`src/rtl/mult_arbiter.sv`:
```
// Round-robin arbiter that shares one sequential W x W multiplier among NREQ requesters.
// One job is in flight at a time: grant, capture operands, launch, wait (bounded), return product.
module mult_arbiter #(
    parameter int NREQ    = 4,
    parameter int W       = 8,
    parameter int MIN_LAT = 2,
    parameter int TIMEOUT = 64
) (
    input  logic              clk,
    input  logic              rst,
    input  logic [NREQ-1:0]   req,
    input  logic [NREQ*W-1:0] op_a,
    input  logic [NREQ*W-1:0] op_b,
    output logic [NREQ-1:0]   ack,
    output logic [NREQ-1:0]   done,
    output logic [2*W-1:0]    res_out,
    output logic              busy,
    output logic              err,
    output logic [W-1:0]      mult_a,
    output logic [W-1:0]      mult_b,
    output logic              mult_en,
    input  logic [2*W-1:0]    mult_res,
    input  logic              mult_ready
);
    localparam int IW = (NREQ > 1) ? $clog2(NREQ) : 1;
    localparam int CW = $clog2(TIMEOUT + 1);

    localparam logic [2:0] S_IDLE   = 3'd0;
    localparam logic [2:0] S_GRANT  = 3'd1;
    localparam logic [2:0] S_LAUNCH = 3'd2;
    localparam logic [2:0] S_WAIT   = 3'd3;
    localparam logic [2:0] S_DONE   = 3'd4;

    logic [2:0]      state;
    logic [IW-1:0]   ptr;
    logic [IW-1:0]   gnt;
    logic [IW-1:0]   sel;
    logic [IW-1:0]   gnt_next;
    logic            sel_found;
    logic [NREQ-1:0] sel_oh;
    logic [NREQ-1:0] gnt_oh;
    logic [CW-1:0]   cnt;

    // Pick the first high request at or after ptr, wrapping modulo NREQ.
    always_comb begin
        int idx;
        idx       = 0;
        sel_found = 1'b0;
        sel       = ptr;
        for (int k = 0; k < NREQ; k++) begin
            idx = int'(ptr) + k;
            if (idx >= NREQ) idx = idx - NREQ;
            if (!sel_found && req[idx]) begin
                sel_found = 1'b1;
                sel       = idx[IW-1:0];
            end
        end
    end

    always_comb begin
        sel_oh      = '0;
        sel_oh[sel] = 1'b1;
        gnt_oh      = '0;
        gnt_oh[gnt] = 1'b1;
    end

    assign gnt_next = (int'(gnt) == NREQ - 1) ? '0 : gnt + 1'b1;
    assign busy     = (state != S_IDLE);

    // Main FSM; ack, done and mult_en are single-cycle pulses cleared by default every cycle.
    always_ff @(posedge clk or negedge rst) begin
        if (!rst) begin
            state   <= S_IDLE;
            ptr     <= '0;
            gnt     <= '0;
            cnt     <= '0;
            ack     <= '0;
            done    <= '0;
            res_out <= '0;
            err     <= 1'b0;
            mult_a  <= '0;
            mult_b  <= '0;
            mult_en <= 1'b0;
        end else begin
            ack     <= '0;
            done    <= '0;
            mult_en <= 1'b0;
            case (state)
                S_IDLE: begin
                    if (sel_found) begin
                        gnt   <= sel;
                        ack   <= sel_oh;
                        state <= S_GRANT;
                    end
                end
                S_GRANT: begin
                    mult_a  <= op_a[int'(gnt)*W +: W];
                    mult_b  <= op_b[int'(gnt)*W +: W];
                    mult_en <= 1'b1;
                    state   <= S_LAUNCH;
                end
                S_LAUNCH: begin
                    cnt   <= '0;
                    state <= S_WAIT;
                end
                S_WAIT: begin
                    cnt <= cnt + 1'b1;
                    // The MIN_LAT guard ignores the stale ready level left over from the previous job.
                    if (cnt >= CW'(MIN_LAT) && mult_ready) begin
                        res_out <= mult_res;
                        done    <= gnt_oh;
                        state   <= S_DONE;
                    end else if (cnt == CW'(TIMEOUT - 1)) begin
                        err   <= 1'b1;
                        ptr   <= gnt_next;
                        state <= S_IDLE;
                    end
                end
                S_DONE: begin
                    ptr   <= gnt_next;
                    state <= S_IDLE;
                end
                default: state <= S_IDLE;
            endcase
        end
    end
endmodule

```
`config.mk`:
```
export PLATFORM = sky130hd
export DESIGN_NAME = mult_arbiter
export DESIGN_NICKNAME = d
export VERILOG_FILES = /design/src/rtl/mult_arbiter.sv
export SDC_FILE = /design/constraint.sdc
export NUM_CORES = 1
export LEC_CHECK = 0
export CORE_MARGIN = 2
export CORE_UTILIZATION = 42
export CTS_CLUSTER_DIAMETER = 30
export DETAILED_ROUTE_END_ITERATION = 12
export HOLD_SLACK_MARGIN = 0.1
export PLACE_DENSITY = 0.9
export SYNTH_ARGS = -nofsm -noshare
export SYNTH_HDL_FRONTEND = slang
export SYNTH_SLANG_ARGS = --single-unit
```
`constraint.sdc`:
```
create_clock -name clk -period 2.85 [get_ports clk]
set_clock_uncertainty 0.1 [all_clocks]
set_input_delay 0.57 -clock clk [delete_from_list [all_inputs] [get_ports clk]]
set_output_delay 0.57 -clock clk [all_outputs]
set_load 0.02 [all_outputs]
```
==> flow_summary_export.csv, run 1 <==
group,metric,value,unit
run_status,outcome,"finished, final reports clean",
pwr,seq_power_share,0.345,
timing,maxClockFrequency,407,MHz
global_route,grt_first_pass_wirelength,11400,µm
worst_setup_path,crit_type,"reg -> out",
placed_design,port_buffers,129,
pwr,power_switching,1.48,mW
pwr,total_leakage_power,1.76,nW
worst_setup_path,r2r_cells,5,
placed_design,gpl.final_weighted_congestion,0.939,
route,wl_per_cell,17.7,µm
timing,final.setup.tns,0,ps
layout,n_antenna_cell,0,
route,drt_iter0_drc,115,
worst_setup_path,timing.critical_path.to_type,"output pin",
die,dieHeight,85.9,µm
route,detailroute.via_count,2218,
yosys,yosys.cell_types.count,40,
timing,final.hold.worst_slack,278,ps
cts,postCtsSetupBuffers,0,
worst_setup_path,critical_path_peak_fanout,6,
global_route,first_global_vias,2308,
timing,period_share,0.862,
die,placementRows,29,
pwr,p_clk_frac,0.113,
pwr,internal_power,2.55,mW
die,floorplan.initialDensity,0.439,
yosys,yosys_register_bits,56,
route,drt-vias-per-instance,5.37,
hold_path,worstHoldPathType,"in -> async",
route,finalWirelength,7320,µm
layout,drive_above_1_share,0.211,
die,die_width,85.9,µm
yosys,synthesis.instances,203,
route,ant_nets,0,
cts,cts_tree,"done",
global_route,grt_max_degree,57,
cts,tritoncts.num_buffers,5,
die,floorplan.die_area,7380,µm²
global_route,overflow,0,
yosys,synth.cell_area,2820,µm²
yosys,synth_warnings,0,
cts,cts-root-to-sink-buffers,2,
worst_setup_path,reg2reg_slack,620,ps
pwr,power.density,938,nW/µm²
die,io_pins,130,
layout,layout.cells.most_common,"sky130_fd_sc_hd__clkdlybuf4s50_1",
cts,postCtsResizedCells,0,
cts,cts-hold-fix-buffers,0,
worst_setup_path,cp.arrival,1790,ps
layout,fillers,480,
job,cap_viol_max_count,0,
timing,max_slew.worst_pin.slew,905,ps
global_route,grt_antenna_before_repair,0,
placed_design,hpwl,5590,µm
layout,most-common-layout-cells,"sky130_fd_sc_hd__clkdlybuf4s50_1 (128), sky130_fd_sc_hd__dfrtp_1 (56), sky130_fd_sc_hd__mux2_2 (19), sky130_fd_sc_hd__mux4_2 (16), sky130_fd_sc_hd__mux2_4 (15)",
yosys,avgSynthCellArea,13.9,µm²
die,core_area,6420,µm²
cts,cts-htree-levels,2,
timing,drv_slew,0,
layout,final_nets,428,
worst_setup_path,worst-endpoint-required,2180,ps
layout,area_growth,52.4,%
yosys,yosysSeqAreaShare,0.497,
cts,cts.sinks,56,
pwr,comb_power_share,0.543,
worst_setup_path,reg2reg_from,"state[2]",
yosys,nets_in_the_synthesized_netlist,296,
cts,clkSlewWorstSetupHoldPaths,110,ps
pwr,switching_share,0.367,
timing,timing.max_slew.rel_slack,0.397,
global_route,globalRouteTotalUtil,0.201,
cts,clockRootBuffer,"sky130_fd_sc_hd__clkbuf_8",
worst_setup_path,rr_endpoint,"res_out[0]",
cts,worstSkewPairLatency,310,ps
timing,finalHoldViolCount,0,
route,remaining_drc_errors,0,
timing,final.min_clock_period,2460,ps
route,first_pass_iters,4,
worst_setup_path,start_kind,"register",
timing,grt_setup_unrepaired,"false",
pwr,worst_ir_drop_vdd,0.365,mV
timing,setup-violations-final,0,
-- Yosys cell counts, drive strengths merged --
cell | number | area, µm²
nor2b | 3 | 18.8
buf | 6 | 42.5
a21o | 1 | 7.51
o2111ai | 1 | 8.76
inv | 7 | 26.3
nand3 | 4 | 20.0
o22a | 1 | 8.76
or2 | 2 | 12.5
nor2 | 8 | 32.5
nor4 | 2 | 12.5
clkbuf | 3 | 11.3
dfrtp | 56 | 1400
xnor2 | 1 | 8.76
o21ai | 10 | 50.1
mux2 | 34 | 439
o211a | 1 | 10.0
nand2 | 10 | 37.5
a22oi | 1 | 7.51
nand3b | 1 | 7.51
a31o | 1 | 8.76
nor3b | 2 | 15.0
o21a | 2 | 15.0
a31oi | 1 | 6.26
nor3 | 6 | 35.0
a2bb2oi | 1 | 8.76
ha | 6 | 75.1
nand2b | 2 | 12.5
and2 | 4 | 25.0
mux4 | 16 | 360
o31ai | 2 | 15.0
o41ai | 2 | 36.3
or4 | 1 | 11.3
a21oi | 2 | 10.0
o22ai | 2 | 12.5
a211o | 1 | 8.76
-- worst max-delay path, stage by stage, from the launching register on --
cell                              delay [ps]
sky130_fd_sc_hd__dfrtp_1                 450
sky130_fd_sc_hd__nor3_1                  340
sky130_fd_sc_hd__inv_1                   130
sky130_fd_sc_hd__clkdlybuf4s50_1         560
-- through the flow --
step                      instance area [µm²]  instances  utilization  power (mW)  setup slack [ps]
after floorplan                          2820        203            -        2.68               839
after global placement                   4200        405        0.654        3.51               678
after detailed placement                 4200        405        0.654        3.60               631
after CTS                                4300        413        0.669        4.07               392
after global routing                     4300        413        0.669        4.28               292
final                                    4300        413        0.669        4.03               394
-- kinds of logic (layout without fill, tap and decap cells) --
family / after synthesis / count (layout) / share of synthesized area
mux: 50 / 50 / 0.284
flops: 56 / 56 / 0.497
xor+xnor: 1 / 1 / 0.00311
compound gates: 29 / 29 / 0.0759
buf+inv: 16 / 149 / 0.0284
simple gates: 45 / 45 / 0.0852
fa+ha+maj: 6 / 6 / 0.0266
-- how the worst max path moves through the flow --
| stage | from | to | slack [ps] | cells past startpoint |
|---|---|---|---|---|
| 2_1_floorplan | cnt[1] | res_out[10] | 840 | 5 |
| 3_3_place_gp | mult_ready | res_out[0] | 680 | 5 |
| 3_5_place_dp | req[1] | gnt[0] | 630 | 5 |
| 4_1_cts | state[2] | busy | 390 | 3 |
| 5_1_grt | state[2] | busy | 290 | 3 |
| 6_report | state[2] | busy | 390 | 3 |
-- state kept, by name (all words and copies together), names as in the netlist --
name / cells
ack: 4
cnt: 7
done: 4
err: 1
gnt: 2
mult_a: 8
mult_b: 8
mult_en: 1
ptr: 2
res_out: 16
state: 3
-- final cells by class --
type	count	area [µm²]	area share
Sequential cell	56	1400	0.326
Multi-Input combinational cell	131	1340	0.311
Timing Repair Buffer	134	1340	0.311
Tap cell	77	96.3	0.0224
Clock buffer	6	82.6	0.0192
Inverter	7	26.3	0.00612
Clock inverter	2	15.0	0.00350
-- power by group through the flow --
| stage | Sequential, mW | Combinational [mW] | Clock, mW |
|---|---|---|---|
| floorplan | 1.62 | 1.06 | 0 |
| global placement | 1.38 | 2.13 | 0 |
| detailed placement | 1.40 | 2.20 | 0 |
| CTS | 1.39 | 2.21 | 0.468 |
| global route | 1.43 | 2.33 | 0.512 |
| finish | 1.39 | 2.19 | 0.455 |
-- per-layer routing --
metal	vias to the layer above	track usage	wire (µm)
li1	1015	-	-
met1	1091	0.238	2870
met2	103	0.361	3790
met3	9	0.0443	551
met4	0	0.0649	113
met5	-	0	0
Power figures use the tool's default switching activity.
==> inputs of run 2 (changes only) <==
Settings changed: CAP_MARGIN set to 20, MAX_ROUTING_LAYER set to met4.
==> run 2 against run 1 <==
  * Flip-flop and latch count is the same
  * Hold slack got worse by 1.9 ps
  * Clock-buffer cell count stayed put
  * Combinational power is essentially flat
  * Non-clock buffer count unchanged
  * Wire length is 0.36% higher
  * Register-to-register slack barely moved
  * Sequential power about the same
  * Critical path depth stayed put
  * Critical endpoint unchanged
  * Largest cell class unchanged
  * Largest power group unchanged
  * Highest routed layer unchanged
==> flow_summary_export.csv, run 2 (synthesized netlist as in run 1, its figures left out) <==
group,metric,value,unit
cts,cts-hold-fix-buffers,0,
timing,setup-violations-final,0,
die,placementRows,29,
pwr,power.density,939,nW/µm²
cts,postCtsSetupBuffers,0,
route,drt_iter0_drc,116,
die,die_width,85.9,µm
route,ant_nets,0,
worst_setup_path,start_kind,"register",
worst_setup_path,r2r_cells,5,
layout,n_antenna_cell,0,
run_status,outcome,"finished, final reports clean",
cts,worstSkewPairLatency,320,ps
worst_setup_path,cp.arrival,1800,ps
worst_setup_path,reg2reg_slack,610,ps
job,cap_viol_max_count,0,
timing,final.min_clock_period,2470,ps
timing,max_slew.worst_pin.slew,902,ps
placed_design,place_ws,631,ps
cts,tritoncts.num_buffers,5,
route,wl_per_cell,17.8,µm
worst_setup_path,critical_path.max_stage_delay,560,ps
cts,cts_tree,"done",
worst_setup_path,cp_cell_sequence,"nor3_1 -> inv_1 -> clkdlybuf4s50_1",
worst_setup_path,timing.critical_path.to_type,"output pin",
route,remaining_drc_errors,0,
cts,clockRootBuffer,"sky130_fd_sc_hd__clkbuf_8",
worst_setup_path,worst-endpoint-required,2180,ps
hold_path,worstHoldPathType,"in -> async",
worst_setup_path,slowest_stage_cell_on_the_critical_path,"sky130_fd_sc_hd__clkdlybuf4s50_1",
layout,most-common-layout-cells,"sky130_fd_sc_hd__clkdlybuf4s50_1 (128), sky130_fd_sc_hd__dfrtp_1 (56), sky130_fd_sc_hd__mux2_2 (19), sky130_fd_sc_hd__mux4_2 (16), sky130_fd_sc_hd__mux2_4 (15)",
global_route,grt_first_pass_wirelength,11400,µm
layout,layout_top_registers,"res_out: 16 flops, mult_a: 8 flops, mult_b: 8 flops",
worst_setup_path,reg2reg_from,"state[2]",
die,floorplan.initialDensity,0.439,
die,io_pins,130,
timing,timing.max_slew.rel_slack,0.399,
global_route,first_global_vias,2293,
pwr,seq_power_share,0.344,
global_route,grt_max_degree,57,
layout,design_area,4300,µm²
route,detailroute.via_count,2211,
timing,final.hold.worst_slack,276,ps
worst_setup_path,critical_path_peak_fanout,6,
cts,cts.sinks,56,
pwr,p_clk_frac,0.114,
cts,cts-htree-levels,2,
timing,period_share,0.865,
worst_setup_path,rr_endpoint,"res_out[0]",
timing,finalHoldViolCount,0,
layout,final_nets,428,
timing,drv_slew,0,
timing,final.setup.tns,0,ps
route,finalWirelength,7350,µm
placed_design,place_area,4200,µm²
layout,registers.top_by_ff_count,"res_out",
route,first_pass_iters,4,
cts,clkSlewWorstSetupHoldPaths,110,ps
pwr,total_leakage_power,1.76,nW
global_route,grt_antenna_before_repair,0,
global_route,overflow,0,
die,floorplan.die_area,7380,µm²
pwr,report.power.total,4.03,mW
pwr,power_switching,1.48,mW
cts,postCtsResizedCells,0,
pwr,internal_power,2.55,mW
pwr,worst_ir_drop_vdd,0.366,mV
cts,cts-root-to-sink-buffers,2,
route,drt-vias-per-instance,5.35,
pwr,switching_share,0.367,
placed_design,port_buffers,129,
pwr,comb_power_share,0.542,
timing,maxClockFrequency,405,MHz
die,core_area,6420,µm²
layout,drive_above_1_share,0.211,
die,dieHeight,85.9,µm
layout,largest_register_ffs,16,
placed_design,gpl.final_weighted_congestion,0.955,
layout,area_growth,52.4,%
placed_design,hpwl,5590,µm
worst_setup_path,crit_type,"reg -> out",
global_route,globalRouteTotalUtil,0.207,
layout,layout.cells.most_common,"sky130_fd_sc_hd__clkdlybuf4s50_1",
timing,fin_ws,383,ps
timing,grt_setup_unrepaired,"false",
==> run 2: cell type report <==
cell class / instances / area [µm²]
clock inverters: 2 / 15.0
flip-flops and latches: 56 / 1400
multi-input cells: 131 / 1340
well taps: 77 / 96.3
clock buffers: 6 / 82.6
inverters: 7 / 26.3
repair buffers: 134 / 1340
fillers: 480 / 2130
==> run 2: layer usage <==
layer / share of wire / track usage / wire length (µm)
met5: 0 / - / 0
met3: 0.067 / 0.0443 / 495
met2: 0.52 / 0.359 / 3830
met1: 0.40 / 0.238 / 2930
met4: 0.013 / 0.0649 / 97
==> run 2: how the worst max path moves through the flow <==
stage,slack [ps],from,cells after the start,to
4_1_cts,390,state[2],3,busy
3_3_place_gp,680,mult_ready,5,res_out[0]
6_report,380,state[2],3,busy
2_1_floorplan,840,cnt[1],5,res_out[10]
3_5_place_dp,630,req[1],5,gnt[0]
5_1_grt,290,state[2],3,busy
==> run 2: worst max-delay path, delay by kind of cell, from the launching register on <==
family	cells	cell delay (ps)
simple gates	1	340
buf+inv	2	690
flops	1	460
==> run 2: power by group through the flow <==
stage	Clock [mW]	Sequential, mW	Combinational [mW]
after floorplan	0	1.62	1.06
after global placement	0	1.38	2.13
after detailed placement	0	1.40	2.20
after CTS	0.468	1.39	2.21
after global routing	0.511	1.43	2.33
final	0.458	1.39	2.19
==> run 2: through the flow <==
step / cells / util
floorplan: 203 / -
global placement: 405 / 0.654
detailed placement: 405 / 0.654
CTS: 413 / 0.669
global route: 413 / 0.669
finish: 413 / 0.669
==> inputs of run 3 (changes only) <==
Settings changed: SETUP_SLACK_MARGIN set to 0.15.
==> results of run 3 <==
Final layout, timing and power as in run 2 (identical DEF).
==> edit 1: new RTL, flow settings as in run 3 <==
`NREQ`: 4 -> 2.
--- a/src/rtl/mult_arbiter.sv
+++ b/src/rtl/mult_arbiter.sv
@@ -1,7 +1,7 @@
 // Round-robin arbiter that shares one sequential W x W multiplier among NREQ requesters.
 // One job is in flight at a time: grant, capture operands, launch, wait (bounded), return product.
 module mult_arbiter #(
-    parameter int NREQ    = 4,
+    parameter int NREQ    = 2,
     parameter int W       = 8,
     parameter int MIN_LAT = 2,
     parameter int TIMEOUT = 64
Interface: changed (5 resized); port bits go from 130 to 92. The function was not compared with the original's and may differ.
==> edit 1 against run 3 <==
- utilization is 2.7 points lower
- via count decreased by 22%
- wire length is 35% lower
- clock power increased by 5.2%
- critical path type unchanged
- non-clock buffer count decreased by 40
- sequential power is 9% lower
- power fell by 17%
- worst setup slack worse by 0.015 ns
- highest routed layer unchanged
- count of clock-buffer cells in the layout fell by 1
- fmax fell by 0.59%
- final area down 25%
- sequential cell count decreased by 6
- area after synthesis down 24%
==> edit 1: results <==
metrics = {
    "outcome": {
        "status": "complete, no violations",
    },
    "global_routing": {
        "grt_max_degree": 38,
        "grt_pass1_wl_um": 7400,
        "groute.usage.overall_pct": 17.7,
        "use_met2_pct": 30.4,
        "gr-usage-met1_pct": 20.7,
    },
    "critical_path": {
        "setup.worst_path.start": "state[1]",
        "r2r_cells": 7,
        "r2r-start": "cnt[0]",
        "timing.rr.end": "ptr",
        "reg2reg_slack_ns": 0.77,
    },
    "place": {
        "port_buffers": 91,
        "hpwl_um": 3590,
        "placed_cells": 339,
        "preCtsSetupSlack_ns": 0.618,
    },
    "clocking": {
        "clk_latency_ns": 0.30,
        "clk_pin_slew_ns": 0.09,
    },
    "synth": {
        "synth_xor_area_share_pct": 1.22,
        "ys_seq_area_share_pct": 58.1,
        "synthesis.nets": 239,
        "synth-adder-area-share_pct": 1.16,
    },
    "detailed_routing": {
        "wl_met3_um": 284,
        "wl_met1_um": 1950,
        "met2_wirelength_um": 2520,
        "drt_iter0_drc": 43,
        "via_per_inst": 4.98,
        "dr.pass1.iters": 5,
    },
    "pwr": {
        "p_leak_nw": 1.41,
        "peakVddDrop_uv": 644,
        "pg_seq_mw": 1.26,
        "total_power_mw": 3.36,
    },
    "finish": {
        "fill_cells": 398,
        "drive_above_1_share_pct": 11.2,
        "finalNonFillerCells": 347,
        "nNetsFinal": 331,
    },
    "timing": {
        "fmax_mhz": 403,
        "worst_pin_slew_ns": 1.03,
    },
}
[edit 1: changes by cell type after synthesis, sizes merged, moves of 3 or more]
cell,change
a21oi,+17
mux2i,+17
and2,-3
dfrtp,-6
mux2,-18
ha,-4
nor2,+11
mux4,-16
o21ai,-3
[edit 1: worst min-delay path by stage]
stage               slack [ns]          to
finish                    0.25    state[0]
global route              0.31  res_out[3]
CTS                       0.27    state[0]
detailed placement        0.35         err
global placement          0.34         err
floorplan                 0.17      ack[0]
[edit 1: logic make-up after synthesis]
group / count (synthesis)
flops: 50
mux: 33
simple gates: 46
xor+xnor: 3
buf+inv: 14
compound gates: 36
fa+ha+maj: 2
[edit 1: cell type report]
type | instances | area share (%)
Clock buffer | 5 | 2.13
Clock inverter | 3 | 1.24
Inverter | 5 | 0.580
Multi-Input combinational cell | 120 | 26.0
Sequential cell | 50 | 38.7
Tap cell | 70 | 2.71
Timing Repair Buffer | 94 | 28.7
==> edit 2: new RTL, flow settings as in run 3 <==
Made on the original files. Make the reset (`rst`) synchronous in one clocked block.
--- a/src/rtl/mult_arbiter.sv
+++ b/src/rtl/mult_arbiter.sv
@@ -68,7 +68,7 @@
     assign busy     = (state != S_IDLE);
 
     // Main FSM; ack, done and mult_en are single-cycle pulses cleared by default every cycle.
-    always_ff @(posedge clk or negedge rst) begin
+    always_ff @(posedge clk) begin
         if (!rst) begin
             state   <= S_IDLE;
             ptr     <= '0;
Check against the original RTL: differs if rst is asserted again (counterexample within 4 cycles, from zero or initial values and one cycle with rst low); with rst held inactive, the same outputs for 10 cycles.
==> edit 2 against run 3 <==
- cell count up 15%
- utilization increased by 1.1 points
- synthesized cell count is 36% higher
- largest cell class is now multi-input gates
- hold slack improved by 0.083 ns
- area after synthesis decreased by 5.6%
- sequential cell count stayed put
- worst setup slack better by 0.068 ns
- final area is 4.6% lower
- wire length is 2.7% lower
Power is not compared: it rests on default switching activity, and its combinational part moved more than twofold at a synthesized area within 25%.
==> edit 2: results <==
metrics = {
    "min_path": {
        "hold_start": "mult_a[2]",
        "hp-class": "reg2reg",
        "holdPathEnd": "mult_a[2]",
    },
    "detailed_routing": {
        "dr.pass1.iters": 4,
        "drt_iter0_drc": 97,
        "wl_per_cell_um": 15.1,
        "via_per_inst": 5.31,
        "via_count": 2517,
    },
    "critical_path": {
        "crit_path_max_incr_delay_ns": 0.54,
        "crit_fanout": 14,
        "cp_top_family": "buffers and inverters",
        "timing.rr.end": "res_out[1]",
        "reg2reg_slack_ns": 0.69,
        "cp.arrival_ns": 1.73,
        "r2r_cells": 7,
        "r2r-start": "cnt[0]",
        "setup.worst_path.start": "state[0]",
        "slowest_stage": "clkdlybuf4s50_1",
    },
    "outcome": {
        "status": "complete, no violations",
    },
    "clocking": {
        "numCtsBuffers": 5,
        "clk_pin_slew_ns": 0.09,
    },
    "global_routing": {
        "antenna_found_initial": 0,
        "grt_pass1_vias": 2616,
        "grt_max_degree": 27,
        "use_met2_pct": 37.6,
        "groute.usage.overall_pct": 21.1,
        "use_met3_pct": 4.06,
        "grt_pass1_wl_um": 11700,
        "gr-usage-met1_pct": 23.2,
    },
    "finish": {
        "reg.largest.list": "res_out (16), mult_a (8), mult_b (8)",
        "drive_above_1_share_pct": 8.02,
        "nNetsFinal": 492,
        "antenna-diode-count": 0,
    },
    "synth": {
        "synthesis.nets": 370,
        "synth_cells": 277,
        "synthDistinctLibCells": 41,
        "synth_common_cells": "56 x dfxtp_1, 42 x nand2_1, 31 x a21oi_1",
        "yosys-top-cells-area": "dfxtp_1 42%, mux4_2 14%, mux2i_1 6.8%, nand2_1 5.9%, a21oi_1 5.8%",
        "synth_async_sr_flop_share_pct": 0,
        "ys_seq_area_share_pct": 42.1,
    },
    "pwr": {
        "seq_power_share_pct": 46.9,
        "pwr_density_cell_mw_per_mm2": 441,
        "intPower_mw": 1.38,
        "pwr-share-comb_pct": 20.6,
    },
    "timing": {
        "slew_headroom_pct": 42.6,
        "hold_slack_ns": 0.359,
        "setup_slack_ns": 0.451,
    },
    "place": {
        "preCtsSetupSlack_ns": 0.605,
        "placed_cells": 467,
        "placed_cell_area_mm2": 0.00397,
        "finalWeightedCongestion": 0.834,
        "hpwl_um": 5500,
    },
}
==> edit 2: cell types whose count changed after synthesis, sizes merged, moves of 20 or more <==
cell   delta
dfxtp    +56
mux2     -34
nor2     +20
nand2    +32
a21oi    +29
dfrtp    -56
==> edit 2: cell families after synthesis <==
kind of cell	synth area share (%)
compound gates	11.1
fa+ha+maj	2.82
buf+inv	4.84
flops	42.1
mux	20.3
simple gates	18.8
==> edit 2: routing by layer <==
| layer | share of wire [%] | wire length [um] | up-vias |
|---|---|---|---|
| met5 | 0 | 0 | - |
| met4 | 3.1 | 225 | 0 |
| met3 | 5.9 | 423 | 19 |
| met2 | 50 | 3570 | 107 |
| met1 | 41 | 2930 | 1175 |
| li1 | - | - | 1216 |
==> edit 2: final cells by class <==
type,count,area (um2)
fill,490,1930
multi-input combinational,196,1410
timing repair buffer,132,1310
sequential,56,1120
tap,75,93.8
clock buffer,5,68.8
clock inverter,2,60.1
inverter,8,30.0
